--- config.mk ---
export PLATFORM = sky130hd
export DESIGN_NAME = imm_gen_pipe
export DESIGN_NICKNAME = d
export VERILOG_FILES = /design/src/rtl/imm_gen_pkg.sv /design/src/rtl/imm_gen_pipe_fifo.sv /design/src/rtl/imm_gen_pipe.sv
export SDC_FILE = /design/constraint.sdc
export NUM_CORES = 1
export LEC_CHECK = 0
export BUFFER_PORTS_ARGS = -buffer_cell sky130_fd_sc_hd__buf_4
export CAP_MARGIN = 15
export CORE_MARGIN = 5
export CORE_UTILIZATION = 58
export CTS_CLUSTER_DIAMETER = 40
export DETAILED_ROUTE_END_ITERATION = 6
export PLACE_DENSITY_LB_ADDON = 0.2
export SKIP_CTS_REPAIR_TIMING = 1
export SYNTH_ARGS = -nofsm -noshare
export SYNTH_HDL_FRONTEND = slang
export SYNTH_SLANG_ARGS = --single-unit
--- constraint.sdc ---
create_clock -name clk_i -period 8.5 [get_ports clk_i]
set_clock_uncertainty 0.05 [all_clocks]
set_input_delay 0.425 -clock clk_i [delete_from_list [all_inputs] [get_ports clk_i]]
set_output_delay 0.425 -clock clk_i [all_outputs]
set_load 0.01 [all_outputs]
--- src/rtl/imm_gen_pkg.sv ---
// Shared definitions for the pipelined RISC-V immediate generator: opcodes,
// format codes, the FIFO entry layout and the combinational decoder.
package imm_gen_pkg;

  localparam logic [6:0] OPC_OPIMM  = 7'b0010011;
  localparam logic [6:0] OPC_LOAD   = 7'b0000011;
  localparam logic [6:0] OPC_JALR   = 7'b1100111;
  localparam logic [6:0] OPC_STORE  = 7'b0100011;
  localparam logic [6:0] OPC_BRANCH = 7'b1100011;
  localparam logic [6:0] OPC_LUI    = 7'b0110111;
  localparam logic [6:0] OPC_AUIPC  = 7'b0010111;
  localparam logic [6:0] OPC_JAL    = 7'b1101111;
  localparam logic [6:0] OPC_OP     = 7'b0110011;

  localparam logic [2:0] F3_SLL = 3'b001;
  localparam logic [2:0] F3_SRX = 3'b101;

  // Widest supported datapath and sideband; instances use the low bits.
  localparam int MAX_XLEN  = 64;
  localparam int MAX_TAG_W = 16;

  typedef enum logic [2:0] {
    FMT_R   = 3'd0,
    FMT_I   = 3'd1,
    FMT_S   = 3'd2,
    FMT_B   = 3'd3,
    FMT_U   = 3'd4,
    FMT_J   = 3'd5,
    FMT_SH  = 3'd6,
    FMT_ILL = 3'd7
  } imm_fmt_e;

  typedef struct packed {
    logic [MAX_XLEN-1:0]  imm;
    imm_fmt_e             fmt;
    logic                 illegal;
    logic [MAX_TAG_W-1:0] tag;
  } imm_entry_t;

  // Immediates are built sign-extended to 64 bits; truncating to 32 is still correct.
  function automatic imm_entry_t decode_imm(input logic [31:0] instr, input logic rv64);
    imm_entry_t e;
    logic [2:0] funct3;
    e      = '0;
    funct3 = instr[14:12];
    case (instr[6:0])
      OPC_OPIMM: begin
        if (funct3 == F3_SLL || funct3 == F3_SRX) begin
          e.fmt = FMT_SH;
          e.imm = rv64 ? {58'd0, instr[25:20]} : {59'd0, instr[24:20]};
        end else begin
          e.fmt = FMT_I;
          e.imm = {{52{instr[31]}}, instr[31:20]};
        end
      end
      OPC_LOAD, OPC_JALR: begin
        e.fmt = FMT_I;
        e.imm = {{52{instr[31]}}, instr[31:20]};
      end
      OPC_STORE: begin
        e.fmt = FMT_S;
        e.imm = {{52{instr[31]}}, instr[31:25], instr[11:7]};
      end
      OPC_BRANCH: begin
        e.fmt = FMT_B;
        e.imm = {{51{instr[31]}}, instr[31], instr[7], instr[30:25], instr[11:8], 1'b0};
      end
      OPC_LUI, OPC_AUIPC: begin
        e.fmt = FMT_U;
        e.imm = {{32{instr[31]}}, instr[31:12], 12'h000};
      end
      OPC_JAL: begin
        e.fmt = FMT_J;
        e.imm = {{43{instr[31]}}, instr[31], instr[19:12], instr[20], instr[30:21], 1'b0};
      end
      OPC_OP: begin
        e.fmt = FMT_R;
        e.imm = '0;
      end
      default: begin
        e.fmt     = FMT_ILL;
        e.imm     = '0;
        e.illegal = 1'b1;
      end
    endcase
    return e;
  endfunction

endpackage

--- src/rtl/imm_gen_pipe_fifo.sv ---
// Generic synchronous FIFO with valid/ready on both sides and an occupancy count.
// The head is read combinationally from the storage array and zeroed while empty.
module imm_fifo #(
  parameter int WIDTH = 8,
  parameter int DEPTH = 2
) (
  input  logic                   clk,
  input  logic                   rst,
  input  logic                   in_valid,
  output logic                   in_ready,
  input  logic [WIDTH-1:0]       in_data,
  output logic                   out_valid,
  input  logic                   out_ready,
  output logic [WIDTH-1:0]       out_data,
  output logic [$clog2(DEPTH):0] count
);

  localparam int PTR_W = $clog2(DEPTH);
  localparam int CNT_W = PTR_W + 1;

  logic [WIDTH-1:0] mem [DEPTH];
  logic [PTR_W-1:0] wr_ptr_reg;
  logic [PTR_W-1:0] rd_ptr_reg;
  logic [CNT_W-1:0] count_reg;
  logic             push;
  logic             pop;

  // Full blocks the producer even if the consumer pops in the same cycle.
  assign in_ready  = (count_reg != CNT_W'(DEPTH));
  assign out_valid = (count_reg != '0);
  assign push      = in_valid && in_ready;
  assign pop       = out_valid && out_ready;
  assign count     = count_reg;
  assign out_data  = out_valid ? mem[rd_ptr_reg] : '0;

  always_ff @(posedge clk) begin
    if (push) begin
      mem[wr_ptr_reg] <= in_data;
    end
  end

  // DEPTH is a power of two, so pointers wrap by natural overflow.
  always_ff @(posedge clk or posedge rst) begin
    if (rst) begin
      wr_ptr_reg <= '0;
      rd_ptr_reg <= '0;
      count_reg  <= '0;
    end else begin
      if (push) begin
        wr_ptr_reg <= wr_ptr_reg + 1'b1;
      end
      if (pop) begin
        rd_ptr_reg <= rd_ptr_reg + 1'b1;
      end
      case ({push, pop})
        2'b10:   count_reg <= count_reg + 1'b1;
        2'b01:   count_reg <= count_reg - 1'b1;
        default: count_reg <= count_reg;
      endcase
    end
  end

endmodule

--- src/rtl/imm_gen_pipe.sv ---
// Pipelined RISC-V immediate generator: combinational decode of the incoming
// instruction, buffered in a small output FIFO behind a valid/ready handshake.
module imm_gen_pipe
  import imm_gen_pkg::*;
#(
  parameter int XLEN  = 32,
  parameter int DEPTH = 2,
  parameter int TAG_W = 5
) (
  input  logic                   clk_i,
  input  logic                   rst_i,
  input  logic                   valid_i,
  output logic                   ready_o,
  input  logic [31:0]            instr_i,
  input  logic [TAG_W-1:0]       tag_i,
  output logic                   valid_o,
  input  logic                   ready_i,
  output logic [XLEN-1:0]        imm_o,
  output logic [2:0]             fmt_o,
  output logic                   illegal_o,
  output logic [TAG_W-1:0]       tag_o,
  output logic [$clog2(DEPTH):0] count_o
);

  localparam int ENTRY_W = XLEN + 3 + 1 + TAG_W;

  imm_entry_t       dec;
  logic [ENTRY_W-1:0] push_data;
  logic [ENTRY_W-1:0] pop_data;
  logic               unused_bits;

  always_comb begin
    dec     = decode_imm(instr_i, (XLEN == 64));
    dec.tag = MAX_TAG_W'(tag_i);
  end

  // Only the instance's XLEN/TAG_W slice of the entry is stored.
  assign push_data   = {dec.imm[XLEN-1:0], dec.fmt, dec.illegal, dec.tag[TAG_W-1:0]};
  assign unused_bits = ^{dec.imm, dec.tag};

  imm_fifo #(
    .WIDTH (ENTRY_W),
    .DEPTH (DEPTH)
  ) u_fifo (
    .clk       (clk_i),
    .rst       (rst_i),
    .in_valid  (valid_i),
    .in_ready  (ready_o),
    .in_data   (push_data),
    .out_valid (valid_o),
    .out_ready (ready_i),
    .out_data  (pop_data),
    .count     (count_o)
  );

  assign {imm_o, fmt_o, illegal_o, tag_o} = pop_data;

endmodule

==> impl_metrics.json <==
{
  "status": "finished clean",
  "ys_ff_latch": 86,
  "syn_area_um2": 3990,
  "rsz0062_at_grt": "no",
  "yosysMostFrequentCell": "edfxtp_1",
  "p_per_area_nw_per_um2": 311,
  "min_to": "u_fifo.mem[1][1]$_DFFE_PP_",
  "r2r-end": "u_fifo.count[1]$_DFFE_PP0P_",
  "final_nets": 417,
  "insertion_delay_ns": 0.35,
  "grt_pass1_vias": 2700,
  "portBuffers": 85,
  "drive_above_1_share_pct": 30.5,
  "synth_simple_gate_area_share_pct": 11.3,
  "io_pins": 86,
  "cts.sinks": 86,
  "synth_compound_area_share_pct": 9.18,
  "criticalPathCategory": "register to primary output",
  "p_clk_share_pct": 18.6,
  "worst_slew_pin_slew_ns": 0.993,
  "largest_reg_flops": 82,
  "fp.dieH_um": 93.0,
  "avgSynthCellArea_um2": 13.5,
  "die_x_um": 93.0,
  "grt_max_degree": 43,
  "gp_congestion": 0.870,
  "synth-xor-area-share_pct": 1.10,
  "hpwl_um": 5590,
  "swShare_pct": 34.1,
  "yosys.area_share.adder_pct": 0.313,
  "path_max_fanout": 42,
  "leakage_nw": 1.91,
  "root_buffer": "clkbuf_8",
  "critPathRequiredTime_ns": 8.03,
  "start_util_pct": 59.1,
  "synth_cell_types": 48,
  "dieArea_um2": 8640,
  "r2r_cells": 7,
  "syn_inst": 296,
  "min_path_cells": 1,
  "globalRouteTotalUtil_pct": 20.1,
  "startpoint_type": "register",
  "finalSetupViolCount": 0,
  "avgRoutedWirePerCell_um": 18.3,
  "cts_buffers": 9,
  "drv_slew": 0,
  "max_freq_ghz": 0.413,
  "clk_path_buf_depth": 2,
  "combPwrFrac_pct": 40.9,
  "via_count": 2692,
  "antenna_found_initial": 0,
  "grt_overflow": 0,
  "final.setup.tns_ns": 0,
  "relSlewSlack_pct": 33.8,
  "rrSetupSlack_ns": 6.18,
  "area_growth_pct": 22.1,
  "synth.yosys.seq_area_share_pct": 64.2,
  "avgViaCountPerCell": 5.85,
  "ir_drop_uv": 159,
  "cts_tree": "yes",
  "wl_met2_um": 4250,
  "synth_top_cell_area_share_pct": 61.7,
  "first_pass_iters": 4,
  "diodes": 0,
  "wl_met3_um": 583,
  "timing.rr.start": "u_fifo.count[0]$_DFFE_PP0P_",
  "wl_um": 8420,
  "cp-end-kind": "primary output",
  "min_period_ns": 2.42,
  "synth_mux_area_share_pct": 10.3,
  "finalCritPeriodShare_pct": 28.5,
  "clk_pin_slew_worst_paths_ns": 0.09,
  "drc": 0,
  "synth_area_leaders": "edfxtp_1 (62%), mux2i_1 (10%), nor2_1 (4.2%)",
  "switchingPower_uw": 517,
  "async_flop_share_pct": 4.65,
  "wl_met1_um": 3450,
  "synthFlopType": "edfxtp_1",
  "synth_nets": 338,
  "topRoutingLayerUsed": "met4",
  "row_count": 30,
  "drt-initial-drc-count": 166,
  "holdWs_ns": 0.201,
  "power.internal_uw": 998,
  "h-tree-depth": 3,
  "antenna_left": 0,
  "cp_data_arrival_time_ns": 1.95,
  "hold_violations": 0,
  "ys_top_cells_by_count": "edfxtp_1 (82), nor2_1 (45), mux2i_1 (41), nand3_1 (14), o211ai_1 (13)",
  "pwr-share-seq_pct": 40.5,
  "synth_top_family_by_area": "simple AND/OR/NAND/NOR gates",
  "hp-class": "primary input to register",
  "synth.largest_area_cell": "edfxtp_1",
  "synth_edf_count": 82,
  "worstHoldStart": "tag_i[1]",
  "grt_pass1_wl_um": 13300,
  "drv_cap": 0,
  "yosys_warnings": 0,
  "fp.coreArea_um2": 6760
}
power groups by stage:
stage               registers (mW)  logic [mW]  clock network [mW]
global placement             0.618       0.623                   0
CTS                          0.614       0.632               0.287
detailed placement           0.624       0.630                   0
finish                       0.614       0.619               0.283
floorplan                    0.617       0.354                   0
global route                 0.623       0.673               0.304
logic make-up after synthesis:
kind of cell	after synthesis
fa+ha+maj	1
flops	86
simple gates	87
xor+xnor	5
mux	41
compound gates	44
buf+inv	32
per-stage QoR:
step | utilization, % | setup WS (ns) | cells | area (um2) | total power [mW]
after floorplan | - | 5.50 | 296 | 3990 | 0.970
after global placement | 69.1 | 6.19 | 443 | 4670 | 1.24
after detailed placement | 69.1 | 6.08 | 443 | 4670 | 1.25
after CTS | 72.0 | 6.04 | 459 | 4870 | 1.53
after global routing | 72.2 | 5.94 | 460 | 4880 | 1.60
final | 72.2 | 6.08 | 460 | 4880 | 1.52
layer usage:
| metal | GRT usage, % | vias to the layer above |
|---|---|---|
| li1 | - | 1283 |
| met1 | 26.0 | 1296 |
| met2 | 33.4 | 103 |
| met3 | 4.42 | 10 |
| met4 | 7.33 | 0 |
| met5 | 0 | - |
critical path, stage by stage (launching register included):
cell	delay [ns]
dfrtp_1	0.47
nor2_4	0.75
nor2_1	0.17
buf_4	0.20
cell type report:
cell class	count	area [um2]
Clock buffer	9	124
Sequential cell	86	2560
Fill cell	491	1880
Inverter	11	41.3
Multi-Input combinational cell	178	1300
Clock inverter	7	73.8
Tap cell	80	100
Timing Repair Buffer	89	671
layout by cell type (no fill, tap or decap), drive strengths merged, types with 2 or more instances in the layout:
cell and instances:
nand4 3, dfrtp 4, o211ai 14, o21ai 2
clkinv 2, and3b 2, or3b 2, nor3 2
a22o 4, edfxtp 82, clkinvlp 3, xor2 2
a311oi 6, o2bb2ai 9, nand3 15, inv 12
nor2 45, buf 88, nand2b 3, a21oi 2
mux2i 41, clkbuf 9, and2 3, xnor2 3
nand2 2
worst max-delay path by stage:
stage,slack (ns),depth (start not counted),to,from
after floorplan,5.50,3,u_fifo.mem[0][0]$_DFFE_PP_,u_fifo.count[0]$_DFFE_PP0P_
after global placement,6.19,4,u_fifo.mem[0][31]$_DFFE_PP_,instr_i[3]
after detailed placement,6.08,4,u_fifo.mem[1][39]$_DFFE_PP_,instr_i[3]
after CTS,6.04,3,imm_o[20],u_fifo.count[0]$_DFFE_PP0P_
after global routing,5.94,3,imm_o[12],u_fifo.count[0]$_DFFE_PP0P_
final,6.08,3,imm_o[20],u_fifo.count[0]$_DFFE_PP0P_
No activity file was read; power rests on OpenSTA's default activity.
